`config.mk`:
```
export PLATFORM = sky130hd
export DESIGN_NAME = uart_tx_cfg
export DESIGN_NICKNAME = d
export VERILOG_FILES = /design/src/rtl/uart_tx_cfg.sv
export SDC_FILE = /design/constraint.sdc
export NUM_CORES = 1
export LEC_CHECK = 0
export ABC_CLOCK_PERIOD_IN_PS = 1950
export CORE_ASPECT_RATIO = 0.75
export CORE_UTILIZATION = 47
export CTS_CLUSTER_DIAMETER = 40
export DETAILED_ROUTE_END_ITERATION = 8
export PLACE_DENSITY = 0.75
export SLEW_MARGIN = 20
export SYNTH_ARGS = -nofsm -noshare
export SYNTH_HDL_FRONTEND = slang
export SYNTH_SLANG_ARGS = --single-unit
```
`constraint.sdc`:
```
create_clock -name tx_clk -period 1.95 [get_ports tx_clk]
set_input_delay 0.195 -clock tx_clk [delete_from_list [all_inputs] [get_ports tx_clk]]
set_output_delay 0.195 -clock tx_clk [all_outputs]
set_load 0.02 [all_outputs]
```
`src/rtl/uart_tx_cfg.sv`:
```
// uart_tx_cfg: NBITS-wide UART transmitter with per-frame parity/stop selection and a ready/valid input.
// Define UART_TX_FIFO_EN to place a FIFO_DEPTH-entry holding FIFO in front of the frame engine.
module uart_tx_cfg #(
    parameter int NBITS = 8,
    parameter int NTICK = 16,
    parameter int FIFO_DEPTH = 4
) (
    input  logic             tx_clk,
    input  logic             tx_rst,
    input  logic             bdtick,
    input  logic             tx_ena,
    input  logic [NBITS-1:0] data_in,
    input  logic [1:0]       par_mode,
    input  logic             stop2,
    output logic             tx_ready,
    output logic             tx_out,
    output logic             tx_busy,
    output logic             tx_done,
    output logic             txff_full
);
    localparam int TW = $clog2(NTICK);
    localparam int W = NBITS + 3;
    typedef enum logic [2:0] {IDLE, START, DATA, PARITY, STOP} state_t;
    state_t state, state_n;
    logic [TW-1:0] tcnt, tcnt_n;
    logic [3:0] bcnt, bcnt_n;
    logic [NBITS-1:0] sreg, sreg_n;
    logic par, par_n, pen, pen_n, st2, st2_n, line_n;
    logic load, tick_end, stop_last;
    logic [W-1:0] word;
    assign tick_end = bdtick && tcnt == TW'(NTICK - 1);
    assign stop_last = !st2 || bcnt[0];
`ifdef UART_TX_FIFO_EN
    localparam int AW = $clog2(FIFO_DEPTH);
    logic [W-1:0] mem [FIFO_DEPTH];
    logic [AW-1:0] wp, rp;
    logic [AW:0] cnt, cnt_n;
    logic push;
    assign push = tx_ena && !txff_full;
    assign load = state == IDLE && cnt != '0;
    assign word = mem[rp];
    assign tx_ready = !txff_full;
    assign cnt_n = cnt + (AW+1)'(push) - (AW+1)'(load);
    always_ff @(posedge tx_clk)
        if (push) mem[wp] <= {stop2, par_mode, data_in};
    always_ff @(posedge tx_clk) begin
        if (tx_rst) begin
            wp <= '0;
            rp <= '0;
            cnt <= '0;
            txff_full <= 1'b0;
        end else begin
            wp <= push ? wp + AW'(1) : wp;
            rp <= load ? rp + AW'(1) : rp;
            cnt <= cnt_n;
            txff_full <= cnt_n == (AW+1)'(FIFO_DEPTH);
        end
    end
`else
    assign load = state == IDLE && tx_ena;
    assign word = {stop2, par_mode, data_in};
    assign tx_ready = state == IDLE;
    assign txff_full = FIFO_DEPTH == 0;
`endif
    always_ff @(posedge tx_clk) begin
        if (tx_rst) begin
            state <= IDLE;
            tcnt <= '0;
            bcnt <= '0;
            sreg <= '0;
            par <= 1'b0;
            pen <= 1'b0;
            st2 <= 1'b0;
            tx_out <= 1'b1;
        end else begin
            state <= state_n;
            tcnt <= tcnt_n;
            bcnt <= bcnt_n;
            sreg <= sreg_n;
            par <= par_n;
            pen <= pen_n;
            st2 <= st2_n;
            tx_out <= line_n;
        end
    end
    always_comb begin
        state_n = state;
        case (state)
            IDLE:    state_n = load ? START : IDLE;
            START:   state_n = tick_end ? DATA : START;
            DATA:    if (tick_end && bcnt == 4'(NBITS - 1)) state_n = pen ? PARITY : STOP;
            PARITY:  state_n = tick_end ? STOP : PARITY;
            STOP:    state_n = (tick_end && stop_last) ? IDLE : STOP;
            default: state_n = IDLE;
        endcase
    end
    // tx_out is registered, so the line level is derived from next-state values
    always_comb begin
        tcnt_n = (state_n != state || state == IDLE || tick_end) ? '0 : bdtick ? tcnt + TW'(1) : tcnt;
        bcnt_n = (state_n != state) ? '0 : (tick_end && (state == DATA || state == STOP)) ? bcnt + 4'd1 : bcnt;
        sreg_n = load ? word[NBITS-1:0] : (state == DATA && tick_end) ? sreg >> 1 : sreg;
        par_n = load ? (^word[NBITS-1:0]) ^ (word[NBITS+1:NBITS] == 2'b10) : par;
        pen_n = load ? ^word[NBITS+1:NBITS] : pen;
        st2_n = load ? word[NBITS+2] : st2;
        line_n = state_n == START ? 1'b0 : state_n == DATA ? sreg_n[0] : state_n == PARITY ? par_n : 1'b1;
    end
    assign tx_busy = state != IDLE;
    assign tx_done = state == STOP && tick_end && stop_last;
endmodule
```
Yosys cells after proc, flatten, opt, wreduce, memory -nomap -nowiden
Index checks and enable logic that the tools add are counted.

storage, ports and cells
  flip-flop bits (word level) = 23
  input bits = 15
  output and inout port bits = 5
  word-level logic and storage cells = 56

operators by class
  add/sub/neg operators = 2
  eq/ne operators = 11
  multiplexer cells = 13
  bitwise logic cells = 1
  reduce and logical (&&, ||, !) cells = 20

operators with widths
  kind                                                              number
  8-bit two-way mux                                                 2
  3-bit case mux with 5 select lines                                1
  3-bit by 2-bit == test with 1-bit output (second input constant)  4
  3-bit two-way mux                                                 4
  4-bit by 1-bit adder with 4-bit output (second input constant)    2
  1-bit logical AND                                                 8
  8-bit XOR reduction                                               1
  3-bit by 1-bit == test with 1-bit output (second input constant)  2
  1-bit two-way mux                                                 5
  4-bit by 3-bit == test with 1-bit output (second input constant)  1
  4-bit == test (second input constant)                             1
  1-bit logical OR                                                  4
  2-bit OR reduction                                                2
  3-bit == test (second input constant)                             1
  3-bit zero test                                                   1
  3-bit inequality test                                             1
  3-bit nonzero test                                                1
  2-bit == test (second input constant)                             1
  2-bit two-way mux                                                 1
  2-bit nonzero test                                                1
  2-bit XOR reduction                                               1
  1-bit zero test                                                   1
  1-bit XOR                                                         1

Logic depth before layout (Yosys ltp)
Gate-level depths: netlist of run 1.

  word-level depth = 9
  depth in mapped cells = 8
  gate-level depth less buffers = 7

Worst setup path before layout of run 1
No wires, ideal clock.

  path type = register to register
  start = reg tcnt[0]
  end = reg tx_out
  library setup time = 0.120 ns
  arrival time = 2.030 ns
  required time = 1.830 ns
  path slack = -0.200 ns
  stages on the path, launching flop included = 9
  path buffers = 2
  period minus slack after synthesis = 2.150 ns
  path through = dfxtp_1 -> ha_1 -> and4_4 -> buf_6 -> and3_4 -> buf_6 -> a221o_1 -> or3_1 -> a211o_1

on the way
  cells in the longest elaborated chain, start to end = 9
  elaborated cells between the ends (all ways) = 18
  those cells by class = 4 x eq/ne; 10 x mux; 4 x reduce/logical

RTL lines
  item                                         line    text
  from (decl)                                  25      logic [TW-1:0] tcnt, tcnt_n;
  from (signal assigned)                       77      tcnt <= tcnt_n;
  4-bit == test *                              31      assign tick_end = bdtick && tcnt == TW'(NTICK - 1);
  1-bit logical AND *                          31
  1-bit logical AND, on equally long branches  91, 93
  3-bit two-way mux, on equally long branches  91, 93
  3-bit case mux with 5 select lines           88      case (state)
  3-bit by 2-bit == test with 1-bit output     105     line_n = state_n == START ? 1'b0 : state_n == DATA ? sreg_n[0] : state_n == PARITY ? par_n : 1'b1;
  1-bit two-way mux (2 in a row)               105
  1-bit two-way mux *                          105
  to (signal assigned)                         83      tx_out <= line_n;
  to (decl)                                    16      output logic tx_out,

Mark *: on every way between the ends. The rest lies on a longest branch, timed or not. The select of a mux whose other input is x is not followed.
A chain may end at the register's enable or synchronous reset.

Worst setup path in the final report of run 1
  start = reg tcnt[0]
  end = reg tcnt[0]

on the way
  cells in the longest elaborated chain, start to end = 9
  elaborated cells between the ends (all ways) = 14
  those cells by class = 1 x add/sub; 2 x eq/ne; 5 x mux; 6 x reduce/logical

RTL lines
  item                                         line    text
  4-bit == test                                31
  1-bit logical AND                            31
  1-bit logical AND, on equally long branches  91, 93
  3-bit two-way mux, on equally long branches  91, 93
  3-bit case mux with 5 select lines           88
  3-bit inequality test                        99      tcnt_n = (state_n != state || state == IDLE || tick_end) ? '0 : bdtick ? tcnt + TW'(1) : tcnt;
  1-bit logical OR (2 in a row)                99
  2-bit OR reduction (no source line)          -

Several ways; a longest one is shown, not always the timed one.

==> results of run 1 <==
==> stage by stage <==
| step | setup slack (ns) | setup TNS, ns | power (mW) |
|---|---|---|---|
| 6_report | 0.0469 | 0 | 0.920 |
| 2_1_floorplan | -0.0907 | -0.0907 | 0.618 |
| 3_5_place_dp | -0.159 | -0.527 | 0.699 |
| 5_1_grt | -0.0139 | -0.0139 | 0.958 |
| 3_3_place_gp | -0.0894 | -0.321 | 0.693 |
| 4_1_cts | 0.00219 | 0 | 0.914 |
==> worst register-to-register path: cells and delay by family, from the launching register on <==
kind	cells	cell delay, ns
adder cells (fa/ha/maj)	1	0.17
flip-flops	1	0.36
AND/OR/NAND/NOR	3	0.54
buffers and inverters	1	0.15
AO/OA/AOI/OAI	2	0.60
==> per-layer routing <==
metal  vias to the layer above  part of all wire, %
met5                         -                    0
met4                         0                  1.9
met3                         8                  3.0
met2                        15                   46
met1                       495                   49
li1                        547                    -
==> cell type report <==
class	instances	area, sq um
clock buffer	4	26.3
fill	192	748
inverter	4	15.0
multi-input combinational	100	749
sequential	23	464
tap	34	42.5
timing repair buffer	37	319
==> registers in the layout, summed over array words and instances, names as in the netlist <==
register  count
pen           1
bcnt          4
sreg          8
tcnt          4
st2           1
par           1
tx_out        1
state         3
==> where the power goes <==
part           internal [mW]  switching [mW]  leakage (nW)
clock network         0.0801           0.143        0.0150
registers              0.490          0.0128         0.189
logic                  0.105          0.0890         0.417
==> worst paths after layout <==
path                         from              endpoint  slack (ns)  cells past startpoint
max          tcnt[0]$_SDFFE_PP0P_  tcnt[0]$_SDFFE_PP0P_        0.05                      7
min                         stop2      st2$_SDFFE_PP0P_        0.43                      3
max reg2reg  tcnt[0]$_SDFFE_PP0P_  tcnt[0]$_SDFFE_PP0P_        0.05                      7
min reg2reg  sreg[6]$_SDFFE_PP0P_  sreg[6]$_SDFFE_PP0P_        0.46                      2
==> cells by family after synthesis <==
logic type | count (synthesis)
DFF | 23
other | 1
muxes | 2
AOI/OAI and AO/OA | 29
and+or+nand+nor | 51
buffers and inverters | 12
xor gates and xnor gates | 14
adders and majority gates | 3
==> synthesized netlist by cell type, types with 2 or more instances <==
library cell  number
buf_4              2
nand4_1            3
nor2_1             9
a22oi_1            6
nor2b_1            2
o21ai_0            2
ha_1               3
nand2b_1           3
nor4_1             4
xnor2_1            8
buf_6              2
xor2_1             5
a21oi_1           12
dfxtp_1           23
a211oi_1           2
nor3_1             3
clkbuf_1           3
inv_1              4
nand2_1           16
mux2i_1            2
==> timing repair <==
action | in CTS | in global routing
hold endpoints to repair | 0 | 0
pin swaps | 0 | 5
resized for setup | 7 | 15
endpoints found under the setup margin | 3 | 9
setup buffers | 0 | 3
==> results.txt, run 1 <==
The via count of the first global-routing pass came out at 984. Global routing consumed, on the met3 layer, 5.97% of the routing resources. On the final layout, the worst clock skew is 0.00414 ns.

For this block, the routed nets add up to 2.85 mm of wire. The synthesized-area fraction occupied by xor and xnor cells came out at 11.2%. Leaving out fill and tap cells, the most frequent cell in the layout is dfxtp_1.

STA classifies the critical path endpoint as a flip-flop. In the routed design, unresolved DRC markers number 0. Global routing consumed, on the met1 layer, 28.1% of the routing resources.

Based on the critical path, the design can be clocked at up to 525 MHz. The adder-cell share of the synthesized area came out at 3.09%. Summed over all layers, the global routing overflow is 0. Measured against the total synthesized area, the mux share comes to 1.65%. Buffers placed on the I/O ports in this run total 18.

The final HPWL from detailed placement is 1.98 mm, and the number of top-level pins is 20. dfxtp_1 takes more of the synthesized area than any other cell. The tools report the nature of the critical path startpoint as a flip-flop.

In the routed layout, each cell is associated on average with a via count of 5.27. The buffers plus inverters on the worst setup path was 1; the final hold violation count was 0. The tools report the library cell used as clock root buffer as clkbuf_4.

The max-slew violation count is 0. For this run, the post-layout net count is 187. In this run the most used layer during global routing was met2. Global routing used 21.0% of the available tracks.

Start-to-end type of the worst setup path: flip-flop to flip-flop. Clock-pin slew was measured on the worst setup and hold paths at 0.12 ns. The number of antenna diodes in the final layout is 0.

For this run, the register share of the synthesized area comes to 37.9%. TritonCTS built the clock tree. Cell with the biggest individual delay on the critical path: a2111o_1. The initial antenna violation count was 0; the area fraction in compound gates after synthesis was 16.2%. The flow ran to the end, and the final reports show no timing, DRC or antenna violations. The global-route track usage on met2 came out at 32.7%.

The area growth from synthesis to layout is 33.2%. After Yosys synthesis, and, or, nand and nor cells account for 23.9% of the synthesized area. In this run the remaining antenna-violating nets after routing total 0. Setup violations remaining at the end of the flow were counted as 0. Setup repair after global routing could not meet its margin everywhere. The post-route fraction of the period consumed by the critical path came out at 97.6%. Traced cell by cell, the critical path runs through ha_4 -> and4_4 -> buf_4 -> a21oi_2 -> nor2_1 -> a2111o_1 -> nor4_2. The type of the tightest min-delay check is input port to flip-flop.

Dominant delay contributor by cell family on the critical path: compound AO/OA/AOI/OAI gates. Area of the mapped netlist: 0.00121 sq mm. The initialized floorplan defines 15 standard-cell rows. Of the post-synthesis cell area, the dominant cell type holds 37.9%.

Top flip-flop cell by instance count after synthesis: dfxtp_1. The clock passes through at most 2 buffers. For the number of buffers created by CTS, the log shows 3.

Entering global routing, the biggest net connects 16 pins. The finished layout holds 202 standard cells, fillers aside. The congestion estimate from routability-driven global placement came to 0.809.

The die covers 0.00279 sq mm. The number of instances in the synthesized netlist is 135. The run gives 23 as the total clock sinks. The leakage power figure is 0.621 nW, and the via count is 1,065. Synthesis produced a netlist with a net count of 153. The die is 60.7 microns wide. For this run, the share of the core covered by cells in the final layout is 68.4%. The number of levels the H-tree was split into was 1. The effective utilization at floorplan is 51.3%, and the post-synthesis sequential element count is 23. The ratio of total power to cell area works out to 569 mW/mm^2. Sorting the synthesized cells by area gives the leading types as dfxtp_1 (38%), xnor2_1 (5.8%), a21oi_1 (4.9%), nand2_1 (4.9%), a22oi_1 (3.7%). The number of design-rule violations left by the first detailed-router iteration was 44; the number of flops mapped to enable cells by yosys was 0.

The clock period minus final worst setup slack was 1.90 ns; the count of max-cap constraint violations was 0. The placed instances occupy a cell area of 0.00151 sq mm. Cell area after layout: 0.00162 sq mm. The average detailed-routed wire length per instance came out at 14.1 microns. The vertical die dimension is 46.0 microns. Hold repair after CTS inserted 0 buffers. Data on the critical path arrives at its endpoint at 2.13 ns.

In this run the worst path has a maximum fanout of 6. The first-pass GRT wire length is 4.26 mm, and the insertion delay of the later-clocked pin in the worst-skew pair is 0.32 ns. The largest incremental delay on the critical path is 0.47 ns.

For the worst ir drop on vdd, the log shows 302 uV. The fraction of final layout cells with drive strength greater than 1 was 25.0%. Synthesis instantiated 41 different standard cells from the library. The run gives 0 as the count of synthesis-stage warnings from yosys. The number of detailed-route iterations in the first pass came out at 4. The combinational family with the most area after synthesis was simple AND/OR/NAND/NOR gates. In the layout the commonest cells are dfxtp_1 (20), buf_4 (19), nand2_1 (16).

In this run, placement finished with an instance count of 195. For this run, asynchronously set or reset flops after synthesis account for 0%. At the worst endpoint, the required time is 2.17 ns.

Dividing the synthesized area by the synthesized cell count gives 8.99 sq um. The core region is 0.00236 sq mm. Final worst hold slack: 0.428 ns.
(Power assumes the default switching activity.)
==> inputs of run 2 (changes only) <==
--- a/config.mk
+++ b/config.mk
@@ -5,10 +5,12 @@
 export SDC_FILE = /design/constraint.sdc
 export NUM_CORES = 1
 export LEC_CHECK = 0
+export ABC_AREA = 0
 export ABC_CLOCK_PERIOD_IN_PS = 1950
 export CORE_ASPECT_RATIO = 0.75
 export CORE_UTILIZATION = 47
 export CTS_CLUSTER_DIAMETER = 40
+export CTS_CLUSTER_SIZE = 28
 export DETAILED_ROUTE_END_ITERATION = 8
 export PLACE_DENSITY = 0.75
 export SLEW_MARGIN = 20
==> results of run 2 <==
No change in the layout: final DEF, timing and power equal those of run 1.
